### config.mk
export PLATFORM = sky130hd
export DESIGN_NAME = bbpu_reg_bank
export DESIGN_NICKNAME = d
export VERILOG_FILES = /design/src/rtl/bbpu_reg_bank.sv
export SDC_FILE = /design/constraint.sdc
export NUM_CORES = 1
export LEC_CHECK = 0
export ABC_AREA = 1
export BUFFER_PORTS_ARGS = -buffer_cell sky130_fd_sc_hd__buf_2
export CORE_UTILIZATION = 25
export DETAILED_ROUTE_END_ITERATION = 7
export GPL_ROUTABILITY_DRIVEN = 0
export GPL_TIMING_DRIVEN = 0
export PLACE_DENSITY = 0.49
export SLEW_MARGIN = 40
export SYNTH_ARGS = -nofsm -noshare
export SYNTH_HDL_FRONTEND = slang
export SYNTH_SLANG_ARGS = --single-unit
### constraint.sdc
create_clock -name CLK -period 1.82 [get_ports CLK]
set_input_delay 0.091 -clock CLK [delete_from_list [all_inputs] [get_ports CLK]]
set_output_delay 0.091 -clock CLK [all_outputs]
set_load 0.01 [all_outputs]
### src/rtl/bbpu_reg_bank.sv
// Bidirectional pad bank with a turnaround-guarded direction FSM, a registered
// output driver and a registered pad sampler flagged valid only while released.
module bbpu_reg_bank #(
  parameter int WIDTH       = 8,
  parameter int TURN_CYCLES = 2,
  parameter bit PULLUP      = 1'b1
) (
  input  logic             CLK,
  input  logic             LSR,
  input  logic [WIDTH-1:0] I,
  input  logic             T,
  input  logic             TSALL,
  output logic [WIDTH-1:0] O,
  output logic             O_VALID,
  output logic             DRIVING,
  inout  wire  [WIDTH-1:0] B
);

  typedef enum logic [1:0] {RX, TURN_TX, TX, TURN_RX} state_t;

  localparam bit         NO_TURN = (TURN_CYCLES == 0);
  localparam logic [3:0] TC_LAST = 4'(TURN_CYCLES > 0 ? TURN_CYCLES - 1 : 0);

  state_t           state, state_next;
  logic [3:0]       tc, tc_next;
  logic [WIDTH-1:0] q;
  logic             release_req;

  assign release_req = T | TSALL;

  // NOTE: every variable written here gets a default first, so no path can
  // leave one unassigned and infer a latch.
  always_comb begin
    state_next = state;
    tc_next    = tc;
    unique case (state)
      RX: begin
        if (!release_req) begin
          tc_next = '0;
          if (NO_TURN) state_next = TX;
          else         state_next = TURN_TX;
        end
      end
      TURN_TX: begin
        if (release_req) begin
          state_next = RX;
          tc_next    = '0;
        end else if (tc == TC_LAST) begin
          state_next = TX;
          tc_next    = '0;
        end else begin
          tc_next = tc + 4'd1;
        end
      end
      TX: begin
        if (release_req) begin
          tc_next = '0;
          if (NO_TURN) state_next = RX;
          else         state_next = TURN_RX;
        end
      end
      TURN_RX: begin
        // The release turnaround always runs to completion; T is ignored here.
        if (tc == TC_LAST) begin
          state_next = RX;
          tc_next    = '0;
        end else begin
          tc_next = tc + 4'd1;
        end
      end
      default: begin
        state_next = RX;
        tc_next    = '0;
      end
    endcase
  end

  // NOTE: sequential state uses non-blocking assignments so every register
  // samples pre-edge values regardless of statement order.
  always_ff @(posedge CLK) begin
    if (LSR) begin
      state   <= RX;
      tc      <= '0;
      q       <= '0;
      O       <= '0;
      O_VALID <= 1'b0;
      DRIVING <= 1'b0;
    end else begin
      state   <= state_next;
      tc      <= tc_next;
      q       <= I;
      O       <= B;
      O_VALID <= (state == RX);
      DRIVING <= (state_next == TX);
    end
  end

  // TSALL releases the pads combinationally, without waiting for an edge.
  assign B = (DRIVING && !TSALL) ? q : {WIDTH{1'bz}};

  if (PULLUP) begin : g_pull
    for (genvar n = 0; n < WIDTH; n++) begin : g_bit
      pullup pu (B[n]);
    end
  end

endmodule
==> impl_metrics.env, run 1 <==
export IMPL_status="completed"
export IMPL_p_total_mw=0.4501
export IMPL_setup_viol=0
export IMPL_critPathKind="register to register"
export IMPL_async_flop_share=0
export IMPL_drt_wl_total_um=999
export IMPL_synth_flop_cell="dfxtp_1"
export IMPL_hold_start="LSR"
export IMPL_postLayoutCoreUtil=0.3475
export IMPL_drt_pre_antenna_iters=4
export IMPL_cellPowerDensity_nw_per_um2=647.0
export IMPL_cts_setup_buffers=0
export IMPL_period_needed_ns=1.170
export IMPL_start_util=0.2719
export IMPL_remaining_drc_errors=0
export IMPL_num_io_pins=30
export IMPL_cts_max_path_buffers=2
export IMPL_yosysMostFrequentCell="buf_4"
export IMPL_post_drt_wl_per_cell_um=7.866
export IMPL_crit_start="tc[0]"
export IMPL_antenna_left=0
export IMPL_peakVddDrop_uv=281.9
export IMPL_io_buffers=13
export IMPL_clock_latency_ns=0.27
export IMPL_grt_overflow=0
export IMPL_cts_hold_buf=0
export IMPL_syn_area_um2=544.3
export IMPL_dieArea_um2=2368
export IMPL_grtUsageTotal=0.1012
export IMPL_synth_top_area_share=0.3310
export IMPL_worst_hold_slack_ns=0.07801
export IMPL_core_um2=2002
export IMPL_hp_class="input port to register"
export IMPL_postCtsResizedCells=0
export IMPL_required_ns=1.97
export IMPL_drive_above_1_share=0.3500
export IMPL_antenna_found_initial=0
export IMPL_area_growth_pct=27.82
export IMPL_rsz0062_at_grt="false"
export IMPL_antennaDiodeCount=0
export IMPL_clock_skew_ns=0.01116
export IMPL_h_tree_depth=1
export IMPL_die_w_um=48.66
export IMPL_clock_fmax_mhz=854.6
export IMPL_root_buffer="clkbuf_4"
export IMPL_multiInputGateArea_um2=240.2
export IMPL_r2r_start="tc[0]"
export IMPL_ys_warn_count=8
export IMPL_finalCritPeriodShare=0.6429
export IMPL_nets=115
export IMPL_vias=497
export IMPL_numClockSinks=9
export IMPL_cp_end_kind="register"
export IMPL_synth_edff_count=0
export IMPL_grt_pass1_wl_um=1842
export IMPL_start_kind="register"
export IMPL_regArea_um2=180.2
export IMPL_hold_viol_final=0
export IMPL_yosys_top_cells_count="15 x buf_4, 11 x nand2_1, 10 x inv_1"
export IMPL_synth_seq_area_share=0.3310
export IMPL_first_global_vias=445
export IMPL_drt_initial_drc_count=6
export IMPL_drv_slew=0
export IMPL_hpwl_um=774.2
export IMPL_die_height_um=48.66
export IMPL_drv_cap=0
export IMPL_p_leak_nw=0.3691
export IMPL_cts_buffers=3
export IMPL_ys_types=17
export IMPL_crit_fanout=6
export IMPL_timing_setup_tns_ns=0
export IMPL_viasPerCell=3.913
export IMPL_grt_start_max_net_pins=9
export IMPL_synth_area_leader_cell="dfxtp_1"
export IMPL_syn_area_per_cell_um2=7.161
export IMPL_synthTopCellsByArea="dfxtp_1 33%, buf_4 21%, nand2_1 7.6%, inv_1 6.9%, nor2_1 5.5%"
export IMPL_cts_tree="built"
export IMPL_rows=16
export IMPL_path_clk_slew_ns=0.07
export IMPL_arrival_ns=1.32
export IMPL_fillers=220
export IMPL_ys_seq_elements=9
export IMPL_syn_inst=76
[cells by family after synthesis]
family          share of synthesized area
simple gates                       0.2552
buf+inv                            0.2759
flops                              0.3310
compound gates                    0.06897
fa+ha+maj                         0.04597
xor+xnor                          0.01609
other cells                      0.006890
[critical path: stages, from the launching register on]
cell	delay, ns
dfxtp_1	0.42
ha_1	0.22
nand3_1	0.11
inv_1	0.10
o21ai_0	0.08
nand2_1	0.09
nor2_1	0.04
[cell usage in the layout (no fill, tap or decap), drive strengths merged]
| cell type | count |
|---|---|
| a21oi | 4 |
| a22oi | 1 |
| buf | 28 |
| clkbuf | 4 |
| conb | 8 |
| dfxtp | 9 |
| ha | 2 |
| inv | 10 |
| nand2 | 13 |
| nand3 | 5 |
| nand4 | 1 |
| nor2 | 10 |
| nor3 | 1 |
| nor4 | 1 |
| o21ai | 2 |
| xor2 | 1 |
[cell type report]
class                   instances  area share
inverters                      10     0.05396
multi-input cells              49      0.3453
flip-flops and latches          9      0.2590
repair buffers                 13     0.09353
well taps                      27     0.04856
clock buffers                   4     0.03777
plain buffers                  15      0.1619
[routing by layer]
metal | part of all wire | GRT usage | vias to the layer above
met5 | 0 | 0 | -
met4 | 0.027 | 0.07353 | 0
met3 | 0.038 | 0.01887 | 4
met2 | 0.47 | 0.1736 | 17
met1 | 0.46 | 0.1105 | 213
li1 | - | - | 263
[stage by stage]
stage               setup WS (ns)  area, um^2  std cells
floorplan                  0.7795       570.5         83
global placement           0.6353       669.4        123
detailed placement         0.6364       669.4        123
CTS                        0.6261       695.7        127
global route               0.5379       695.7        127
finish                     0.6499       695.7        127
[where the power goes]
part	internal [mW]	leakage (nW)	total (mW)	switching, mW
Sequential	0.203	0.0736	0.210	0.00660
Combinational	0.0391	0.281	0.0794	0.0403
Clock	0.0845	0.0150	0.161	0.0762
[registers in the layout, indices dropped and copies added, names as in the netlist]
| signal | flops |
|---|---|
| O_VALID | 1 |
| O | 1 |
| DRIVING | 1 |
| tc | 4 |
| state | 2 |
[worst paths after layout]
path,endpoint,slack (ns),depth (start not counted)
max reg2reg,DRIVING,0.65,6
min,tc[2],0.08,2
min reg2reg,tc[3],0.53,2
max,DRIVING,0.65,6
Power figures use the tool's default switching activity.
==> run 2: changes to the inputs <==
--- a/config.mk
+++ b/config.mk
@@ -5,13 +5,14 @@
 export SDC_FILE = /design/constraint.sdc
 export NUM_CORES = 1
 export LEC_CHECK = 0
-export ABC_AREA = 1
+export ABC_AREA = 0
 export BUFFER_PORTS_ARGS = -buffer_cell sky130_fd_sc_hd__buf_2
+export CORE_ASPECT_RATIO = 1.75
 export CORE_UTILIZATION = 25
 export DETAILED_ROUTE_END_ITERATION = 7
 export GPL_ROUTABILITY_DRIVEN = 0
 export GPL_TIMING_DRIVEN = 0
-export PLACE_DENSITY = 0.49
+export PLACE_DENSITY = 0.48
 export SLEW_MARGIN = 40
 export SYNTH_ARGS = -nofsm -noshare
 export SYNTH_HDL_FRONTEND = slang
==> constraint.sdc (replaced) <==
create_clock -name CLK -period 1.1 [get_ports CLK]
set_input_delay 0.055 -clock CLK [delete_from_list [all_inputs] [get_ports CLK]]
set_output_delay 0.055 -clock CLK [all_outputs]
set_load 0.01 [all_outputs]
==> run 2 against run 1 <==
Effect of this change:
- the run now ends with setup timing left
- sequential cell count unchanged
- critical path depth decreased by 1
- sequential power is 59% higher
- combinational power grew 61%
- synthesized cell count decreased by 17%
==> impl_metrics.env, run 2 <==
export IMPL_cp_end_kind="register"
export IMPL_core_um2=2302
export IMPL_arrival_ns=1.33
export IMPL_tightest_slew_ns=0.5133
export IMPL_drt_pre_antenna_iters=5
export IMPL_post_drt_wl_per_cell_um=11.30
export IMPL_synth_top_area_share=0.2963
export IMPL_grt_overflow=0
export IMPL_synth_flop_cell="dfxtp_1"
export IMPL_clock_latency_ns=0.23
export IMPL_r2r_end="tc[1]"
export IMPL_endpoint="tc[1]"
export IMPL_p_clk_frac=0.455
export IMPL_fin_ws_ns=-0.1328
export IMPL_final_common_cell="buf_4"
export IMPL_rows=23
export IMPL_reg_largest_list="tc (4), state (2)"
export IMPL_slew_headroom=0.6578
export IMPL_cts_max_path_buffers=2
export IMPL_cts_hold_buf=0
export IMPL_synth_edff_count=0
export IMPL_num_io_pins=30
export IMPL_crit_fanout=4
export IMPL_ys_warn_count=8
export IMPL_syn_inst=63
export IMPL_period_needed_ns=1.233
export IMPL_first_global_vias=499
export IMPL_cellPowerDensity_nw_per_um2=1041
export IMPL_antenna_left=0
export IMPL_syn_area_um2=608.1
export IMPL_start_kind="register"
export IMPL_crit_start="tc[1]"
export IMPL_hold_viol_final=0
export IMPL_grt_start_max_net_pins=11
export IMPL_p_int_mw=0.6435
export IMPL_yosys_top_cells_count="15 x buf_4, 9 x dfxtp_1, 4 x o211ai_1"
export IMPL_nets=103
export IMPL_remaining_drc_errors=0
export IMPL_drt_wl_total_um=1277
export IMPL_synth_area_leader_cell="dfxtp_1"
export IMPL_status="finished with violations"
export IMPL_antennaDiodeCount=0
export IMPL_io_buffers=12
export IMPL_stdcell_area_um2=815.8
export IMPL_largest_reg_flops=4
export IMPL_syn_area_per_cell_um2=9.652
export IMPL_fillers=254
export IMPL_root_buffer="clkbuf_8"
export IMPL_synthTopCellsByArea="dfxtp_1 30%, buf_4 19%, o211ai_1 4.9%, a2111oi_4 4.5%, nand4b_1 4.3%"
export IMPL_switching_share=0.2426
export IMPL_h_tree_depth=1
export IMPL_layout_common_cells="17 x buf_4, 12 x buf_2, 8 x conb_1"
export IMPL_setup_viol=6
export IMPL_die_w_um=39.28
export IMPL_rsz0062_at_grt="true"
export IMPL_finalCritPeriodShare=1.121
export IMPL_r2r_setup_slack_ns=-0.13
export IMPL_p_switching_mw=0.2061
export IMPL_required_ns=1.19
export IMPL_post_dp_cell_area_um2=745.7
export IMPL_drv_slew=0
export IMPL_drt_initial_drc_count=14
export IMPL_ys_types=27
export IMPL_ys_seq_elements=9
export IMPL_start_util=0.2641
export IMPL_vias=538
export IMPL_antenna_found_initial=0
export IMPL_registers_top_by_ff_count="tc"
export IMPL_async_flop_share=0
export IMPL_hpwl_um=885.8
export IMPL_dieArea_um2=2641
export IMPL_numClockSinks=9
export IMPL_hp_class="input port to register"
export IMPL_cts_tree="built"
export IMPL_grtUsageTotal=0.1184
export IMPL_peakVddDrop_uv=564.1
export IMPL_p_comb_frac=0.151
export IMPL_drive_above_1_share=0.5114
export IMPL_synth_seq_area_share=0.2963
export IMPL_timing_setup_tns_ns=-0.6594
export IMPL_cts_buffers=3
export IMPL_p_leak_nw=0.3389
export IMPL_yosysMostFrequentCell="buf_4"
export IMPL_critPathKind="register to register"
export IMPL_viasPerCell=4.761
export IMPL_worst_hold_slack_ns=0.1407
export IMPL_ff2ff_path_depth=5
export IMPL_die_height_um=67.24
export IMPL_p_seq_frac=0.394
export IMPL_clock_fmax_mhz=811.1
export IMPL_drv_cap=0
export IMPL_area_growth_pct=34.16
export IMPL_r2r_start="tc[1]"
export IMPL_path_clk_slew_ns=0.05
export IMPL_violations="setup timing"
export IMPL_grt_pass1_wl_um=2159
export IMPL_clock_skew_ns=0.001396
==> run 2: area by class of cell <==
| class | instances | area, um^2 | share of cell area |
|---|---|---|---|
| Inverter | 3 | 11.26 | 0.01380 |
| Sequential cell | 9 | 188.9 | 0.2316 |
| Tap cell | 25 | 31.28 | 0.03834 |
| Timing Repair Buffer | 14 | 75.07 | 0.09202 |
| Multi-Input combinational cell | 41 | 336.6 | 0.4126 |
| Buffer | 17 | 127.6 | 0.1564 |
| Clock buffer | 4 | 45.04 | 0.05521 |
==> run 2: worst min-delay path by stage <==
| stage | start | to | slack [ns] | cells past startpoint |
|---|---|---|---|---|
| floorplan | T | DRIVING | 0.13 | 1 |
| global placement | T | DRIVING | 0.35 | 2 |
| detailed placement | T | DRIVING | 0.36 | 2 |
| CTS | T | DRIVING | 0.11 | 2 |
| global route | T | DRIVING | 0.14 | 2 |
| finish | T | DRIVING | 0.14 | 2 |
==> run 2: kinds of logic (layout without fill, tap and decap cells) <==
kind of cell,count (synthesis),in the layout,share of synthesized area
flops,9,9,0.2963
mux,1,1,0.01646
simple gates,19,19,0.2449
other cells,1,8,0.006167
buf+inv,20,38,0.2284
compound gates,11,11,0.1667
fa+ha+maj,2,2,0.04115
==> run 2: worst max-delay path: stages (launching register included) <==
cell      delay, ns
dfxtp_4        0.34
inv_2          0.06
ha_4           0.12
or3b_4         0.40
nand4b_1       0.12
a21oi_1        0.06
==> run 2: what timing repair did <==
item / in CTS / in global routing
pin swaps: 2 / 2
resized for setup: 1 / 2
cloned: 0 / 0
setup buffers: 2 / 0
setup endpoints to repair: 6 / 7
==> run 2: per-stage QoR <==
| stage | power, mW | utilization | worst slack (ns) | std cells |
|---|---|---|---|---|
| floorplan | 0.4313 | - | -0.06783 | 70 |
| global placement | 0.4666 | 0.3239 | -0.1372 | 107 |
| detailed placement | 0.4673 | 0.3239 | -0.1454 | 107 |
| CTS | 0.8550 | 0.3511 | -0.1244 | 113 |
| global route | 0.8883 | 0.3543 | -0.1848 | 113 |
| finish | 0.8496 | 0.3543 | -0.1328 | 113 |
==> run 2: power by group through the flow <==
stage               combinational [mW]  sequential [mW]  clock (mW)
floorplan                       0.0860            0.345           0
global placement                 0.123            0.343           0
detailed placement               0.124            0.344           0
CTS                              0.125            0.335       0.395
global route                     0.142            0.335       0.412
finish                           0.128            0.334       0.387
==> run 2: per-layer routing <==
layer,routed length [um],vias to the layer above,track usage
met5,0,-,0
met4,21,0,0.08621
met3,68,2,0.03289
met2,691,24,0.2083
met1,495,255,0.1084
li1,-,257,-
